==> src/rtl/scan_test_ctrl.sv <==
// Scan test controller: shifts a pattern into a scan chain, runs functional capture cycles,
// unloads the captured response and compares it against a golden value.
module scan_test_ctrl #(
   parameter int unsigned CHAIN_LEN = 4,
   parameter int unsigned CNT_W     = 5
) (
   input  logic                 clk,
   input  logic                 rst,
   input  logic                 start,
   input  logic [CHAIN_LEN-1:0] pattern,
   input  logic [CHAIN_LEN-1:0] expected,
   input  logic [3:0]           n_capture,
   input  logic                 scan_out,
   output logic                 NbarT,
   output logic                 Si,
   output logic                 busy,
   output logic                 done,
   output logic                 pass,
   output logic [CHAIN_LEN-1:0] response
);

   typedef enum logic [2:0] {StIdle, StShiftIn, StCapture, StShiftOut, StDone} state_e;

   localparam logic [CNT_W-1:0] LastShift = CNT_W'(CHAIN_LEN - 1);

   state_e               state_q, state_d;
   logic [CNT_W-1:0]     cnt_q, cnt_d, cnt_inc;
   logic [CHAIN_LEN-1:0] pattern_q, pattern_d;
   logic [CHAIN_LEN-1:0] expected_q, expected_d;
   logic [3:0]           ncap_q, ncap_d, ncap_eff;
   logic [CHAIN_LEN-1:0] response_q, response_d;
   logic                 pass_q, pass_d;
   logic                 shift_last, cap_last;

   // Counter saturates rather than wrapping; every state exit reloads it with zero.
   assign cnt_inc    = (&cnt_q) ? cnt_q : cnt_q + CNT_W'(1);
   assign ncap_eff   = (ncap_q == 4'd0) ? 4'd1 : ncap_q;
   assign shift_last = (cnt_q == LastShift);
   assign cap_last   = (32'(cnt_q) == 32'(ncap_eff) - 32'd1);

   always_comb begin
      state_d    = state_q;
      cnt_d      = cnt_inc;
      pattern_d  = pattern_q;
      expected_d = expected_q;
      ncap_d     = ncap_q;
      response_d = response_q;
      pass_d     = pass_q;
      NbarT      = 1'b0;
      Si         = 1'b0;
      done       = 1'b0;
      unique case (state_q)
         StIdle: begin
            cnt_d = '0;
            if (start) begin
               pattern_d  = pattern;
               expected_d = expected;
               ncap_d     = n_capture;
               response_d = '0;
               pass_d     = 1'b0;
               state_d    = StShiftIn;
            end
         end
         StShiftIn: begin
            NbarT = 1'b1;
            // MSB first, so the first bit shifted ends up in the flop nearest scan_out.
            for (int unsigned i = 0; i < CHAIN_LEN; i++) begin
               if (cnt_q == CNT_W'(i)) Si = pattern_q[CHAIN_LEN-1-i];
            end
            if (shift_last) begin
               state_d = StCapture;
               cnt_d   = '0;
            end
         end
         StCapture: begin
            if (cap_last) begin
               state_d = StShiftOut;
               cnt_d   = '0;
            end
         end
         StShiftOut: begin
            NbarT      = 1'b1;
            response_d = {response_q[CHAIN_LEN-2:0], scan_out};
            if (shift_last) begin
               state_d = StDone;
               cnt_d   = '0;
               pass_d  = (response_d == expected_q);
            end
         end
         StDone: begin
            done    = 1'b1;
            state_d = StIdle;
            cnt_d   = '0;
         end
         default: begin
            state_d = StIdle;
            cnt_d   = '0;
         end
      endcase
   end

   always_ff @(posedge clk or negedge rst) begin
      if (!rst) begin
         state_q    <= StIdle;
         cnt_q      <= '0;
         pattern_q  <= '0;
         expected_q <= '0;
         ncap_q     <= '0;
         response_q <= '0;
         pass_q     <= 1'b0;
      end else begin
         state_q    <= state_d;
         cnt_q      <= cnt_d;
         pattern_q  <= pattern_d;
         expected_q <= expected_d;
         ncap_q     <= ncap_d;
         response_q <= response_d;
         pass_q     <= pass_d;
      end
   end

   assign busy     = (state_q != StIdle);
   assign pass     = pass_q;
   assign response = response_q;

endmodule

==> config.mk <==
export PLATFORM = sky130hd
export DESIGN_NAME = scan_test_ctrl
export DESIGN_NICKNAME = d
export VERILOG_FILES = /design/src/rtl/scan_test_ctrl.sv
export SDC_FILE = /design/constraint.sdc
export NUM_CORES = 1
export LEC_CHECK = 0
export BUFFER_PORTS_ARGS = -buffer_cell sky130_fd_sc_hd__buf_2
export CAP_MARGIN = 20
export CORE_MARGIN = 1.5
export CORE_UTILIZATION = 55
export DETAILED_ROUTE_END_ITERATION = 10
export PLACE_DENSITY = 0.79
export REMOVE_ABC_BUFFERS = 1
export SETUP_SLACK_MARGIN = 0.5
export SYNTH_ARGS = -nofsm -noshare
export SYNTH_HDL_FRONTEND = slang
export SYNTH_SLANG_ARGS = --single-unit
==> constraint.sdc <==
create_clock -name clk -period 5.8 [get_ports clk]
set_input_delay 0.29 -clock clk [delete_from_list [all_inputs] [get_ports clk]]
set_output_delay 0.29 -clock clk [all_outputs]
set_load 0.02 [all_outputs]
* Yosys cells after proc, flatten, opt, wreduce, memory -nomap -nowiden *
Index checks and enable logic that the tools add are counted.

storage, ports and cells
  word-level logic and storage cells = 55
  flip-flop bits (word level) = 25
  output and inout bits = 9

operators by class
  equality and inequality tests = 13
  $add $sub $neg = 2
  reductions and logical operators = 11
  multiplexer cells = 22

operator list
  operator                                                            count
  5-bit by 32-bit == test with 1-bit output                           1
  5-bit two-way mux                                                   3
  3-bit two-way mux                                                   4
  3-bit one-hot mux with 4 select lines                               1
  5-bit by 2-bit == test with 1-bit output, second input constant     2
  5-bit one-hot mux with 2 select lines                               1
  1-bit two-way mux                                                   9
  4-bit two-way mux                                                   2
  2-bit inequality test, second input constant                        4
  4-bit one-hot mux with 2 select lines                               1
  3-bit by 2-bit == test with 1-bit output, second input constant     2
  5-bit by 1-bit adder with 5-bit output, second input constant       1
  5-bit by 1-bit == test with 1-bit output, second input constant     1
  5-bit logical NOT                                                   1
  5-bit AND reduction                                                 1
  4-bit by 1-bit subtractor with 5-bit output, second input constant  1
  4-bit == test                                                       1
  4-bit logical NOT                                                   1
  2-bit AND reduction                                                 2
  4-bit AND reduction                                                 1
  3-bit by 1-bit == test with 1-bit output, second input constant     1
  3-bit == test, second input constant                                1
  3-bit logical NOT                                                   1
  3-bit AND reduction                                                 1
  4 further kinds                                                     4

* Logic depth before layout (Yosys ltp) *
  depth in word-level cells = 6
  depth in mapped cells = 7
  gate-level depth less buffers = 7

* Least setup slack after synthesis *
No wires, ideal clock.

  path kind = flip-flop to output port
  start point = register cnt_q[0]
  end point = output port Si
  buffers on the path = 1
  data arrival time = 1849 ps
  cell stages (with the launch flop) = 5
  setup slack = 3661 ps
  cell sequence = dfrtp_1 ha_1 clkbuf_1 o31a_1 nor4b_1

between the ends
  cells in the longest elaborated chain, start to end = 6
  elaborated cells on any way between the ends = 9
  those cells by class = eq/ne (3); mux (5); reduce/logical (1)

RTL lines
  element                          RTL line  RTL
  start, declared                  27        logic [CNT_W-1:0] cnt_q, cnt_d, cnt_inc;
  start signal, assigned           113       cnt_q <= cnt_d;
  5-bit logical NOT                68        if (cnt_q == CNT_W'(i)) Si = pattern_q[CHAIN_LEN-1-i];
  1-bit two-way mux (3 in series)  68
  1-bit two-way mux (*)            68
  1-bit two-way mux (*)            52        unique case (state_q)
  end, declared                    15        output logic Si,

Mark *: on every way between the ends. The rest lies on a longest branch, timed or not.

* Worst setup path in the final report *
Ends and elaborated chain as after synthesis.

==> flow_summary.yaml <==
clocking:
  cts_inserted_buffers: 3
  post-cts-setup-buffer-count: 0
  cts_tree: "yes"
  numClockSinks: 25
  clockBufferDepth: 2
  htree_levels: 1
  clk_pin_slew_ns: 0.13
  root_buffer: "clkbuf_4"
  clock_latency_ns: 0.31
drt:
  ant_nets: 0
  drt_pass1_iterations: 4
  drc_errors: 0
  drt_wl_total_um: 2710
  via_per_inst: 5.62
  wire_per_inst_um: 15.0
  drt_first_iter_violations: 30
  vias: 1018
sta:
  fin_ws_ns: 3.43
  maxSlewViolCount: 0
  period_share_pct: 40.9
  finalSetupViolCount: 0
  rsz0062_at_grt: "no"
  hold_violations: 0
  final.setup.tns_ns: 0
  holdWs_ns: 0.169
  slew_headroom_pct: 63.3
  finalCriticalPeriod_ns: 2.37
  fmax_mhz: 421
  worst_pin_slew_ns: 0.550
  fin_worst_skew_ns: 0.00457
pwr:
  pwr_density_cell_nw_per_um2: 544
  leakagePower_nw: 0.702
  vdd_drop_max_mv: 0.333
global_route:
  antenna_found_initial: 0
  grt_max_degree: 26
  grt_pass1_wl_um: 4720
  overflow: 0
  grt_pass1_vias: 1015
  track_usage_pct: 23.3
floorplan:
  die_y_um: 53.2
  num_rows: 17
  start_util_pct: 60.2
  design.core.area_sq_um: 2300
  io-pin-count: 25
  die_area_sq_um: 2830
  die_w_um: 53.2
synthesis:
  synth_adder_area_share_pct: 4.52
  synthMuxAreaShare_pct: 11.5
  synth.distinct_cells: 37
  synthXorXnorAreaFrac_pct: 6.33
  synth-compound-area-share_pct: 10.2
  syn_inst: 127
  yosys-top-cells-area: "dfrtp_1, mux2_2, xnor2_1, ha_1, mux2_4"
  synth-seq-cells: 25
  syn_area_sq_um: 1380
  ys_seq_area_share_pct: 45.2
  synth_area_per_cell_sq_um: 10.9
  synth_top_family_by_area: "simple AND/OR/NAND/NOR gates"
  yosys.area_share.simple_pct: 18.8
  synth_top_area_share_pct: 45.2
  ys_warn_count: 0
  yosys.area.top_type: "dfrtp_1"
worst_setup_path:
  arrival_ns: 2.08
  crit_chain: "inv_1 > ha_1 > nor2b_1 > o31a_1 > nor4b_1 > buf_2"
  slowest_stage: "dfrtp_1"
  cp_top_family: "flip-flops"
  path_buf_inv: 2
  crit_type: "register to primary output"
  required_ns: 5.51
  worstSetupEndpointType: "primary output"
  critPathLaunchType: "register"
  cp_max_fo: 8
  max_stage_delay_ns: 0.54
run_status:
  outcome: "finished, final reports clean"
layout:
  final_nets: 175
  utilization_pct: 67.4
  multi_input_area_sq_um: 711
  num_antenna_cells: 0
  seqCellArea_sq_um: 626
  final_cell_mix: "dfrtp_1, buf_2, nand2_1, xnor2_1, mux2_2"
  final_common_cell: "dfrtp_1"
  stdcell_count: 181
  drive_above_1_share_pct: 31.4
  synthToLayoutAreaGrowth_pct: 11.8
  fill_cells: 183
worst_hold_path:
  hold_path_class: "input port to register"
placement:
  placedCellCount: 176
  dp_hpwl_um: 2080
  numPortBuffers: 24
  gp_congestion: 0.846
  place_ws_ns: 3.76
run:
  drv_cap: 0
[worst min-delay path: cells and delay by family]
| kind | cells | cell delay (ns) |
|---|---|---|
| simple gates | 1 | 0.03 |
| buf+inv | 1 | 0.07 |
| compound gates | 1 | 0.05 |
[cells by family after synthesis]
logic type,count (synthesis)
flip-flops,25
adder cells (fa/ha/maj),5
AND/OR/NAND/NOR,45
buffers and inverters,8
XOR/XNOR,10
multiplexers,13
AO/OA/AOI/OAI,21
[state kept, by name, summed over array words and instances (netlist names)]
signal      flops
cnt_q           5
expected_q      4
ncap_q          4
pattern_q       4
response        4
state_q         3
pass            1
[through the flow]
stage               instance area, sq um  power (mW)
finish                              1550       0.842
global route                        1550       0.913
CTS                                 1550       0.845
detailed placement                  1510       0.765
global placement                    1510       0.740
floorplan                           1360       0.652
[layer usage]
metal / routed length [um] / vias up / track usage, %
li1: - / 494 / -
met1: 1250 / 499 / 31.9
met2: 1350 / 23 / 37.7
met3: 93 / 2 / 2.82
met4: 17 / 0 / 8.55
met5: 0 / - / 0
[what timing repair did]
item / CTS / global route
endpoints found under the hold margin: 25 / 0
hold buffers: 1 / 0
resized for setup: 0 / 0
[synthesized netlist by cell type]
master    instances
buf_2             1
xnor2_1           8
nand4_1           2
o31a_1            1
a31oi_1           1
nor2b_1           2
ha_1              5
buf_12            1
nand2b_1          4
nor3_1            3
a21oi_1           4
mux2i_1           2
or3_4             1
a31o_2            1
dfrtp_1          25
nor2_8            1
mux2_4            4
o21ai_0           6
nor3_2            1
and3_1            1
a21oi_2           1
mux2_2            7
or2_2             1
clkbuf_1          1
nor4_2            1
and2_2            1
a211oi_1          3
nand2_1          15
o22ai_1           1
nor3b_1           2
nor2_1            6
nand3_1           2
xor2_1            2
a211oi_2          1
a221oi_1          2
inv_1             5
nor4b_1           2
[area by class of cell]
type / instances / area share [%]
multi-input combinational: 94 / 45.9
clock buffer: 3 / 1.46
sequential: 25 / 40.4
clock inverter: 1 / 0.323
tap: 28 / 2.26
timing repair buffer: 25 / 8.41
inverter: 5 / 1.21
[final timing paths]
kind | start | to | slack, ns | cells past startpoint
worst max-delay path | cnt_q[0] | Si | 3.43 | 6
worst min-delay path | n_capture[1] | ncap_q[1] | 0.17 | 3
worst max register to register | ncap_q[2] | cnt_q[2] | 3.67 | 7
worst min register to register | state_q[2] | state_q[1] | 0.51 | 1
max in group asynchronous | rst | ncap_q[0] | 4.96 | 2
min in group asynchronous | rst | state_q[0] | 0.48 | 2
[where the power goes]
group | switching (mW) | internal [mW]
Combinational | 0.232 | 0.202
Clock | 0.0509 | 0.0258
Sequential | 0.0850 | 0.246
Note: power is estimated with default switching activity, not from simulation.
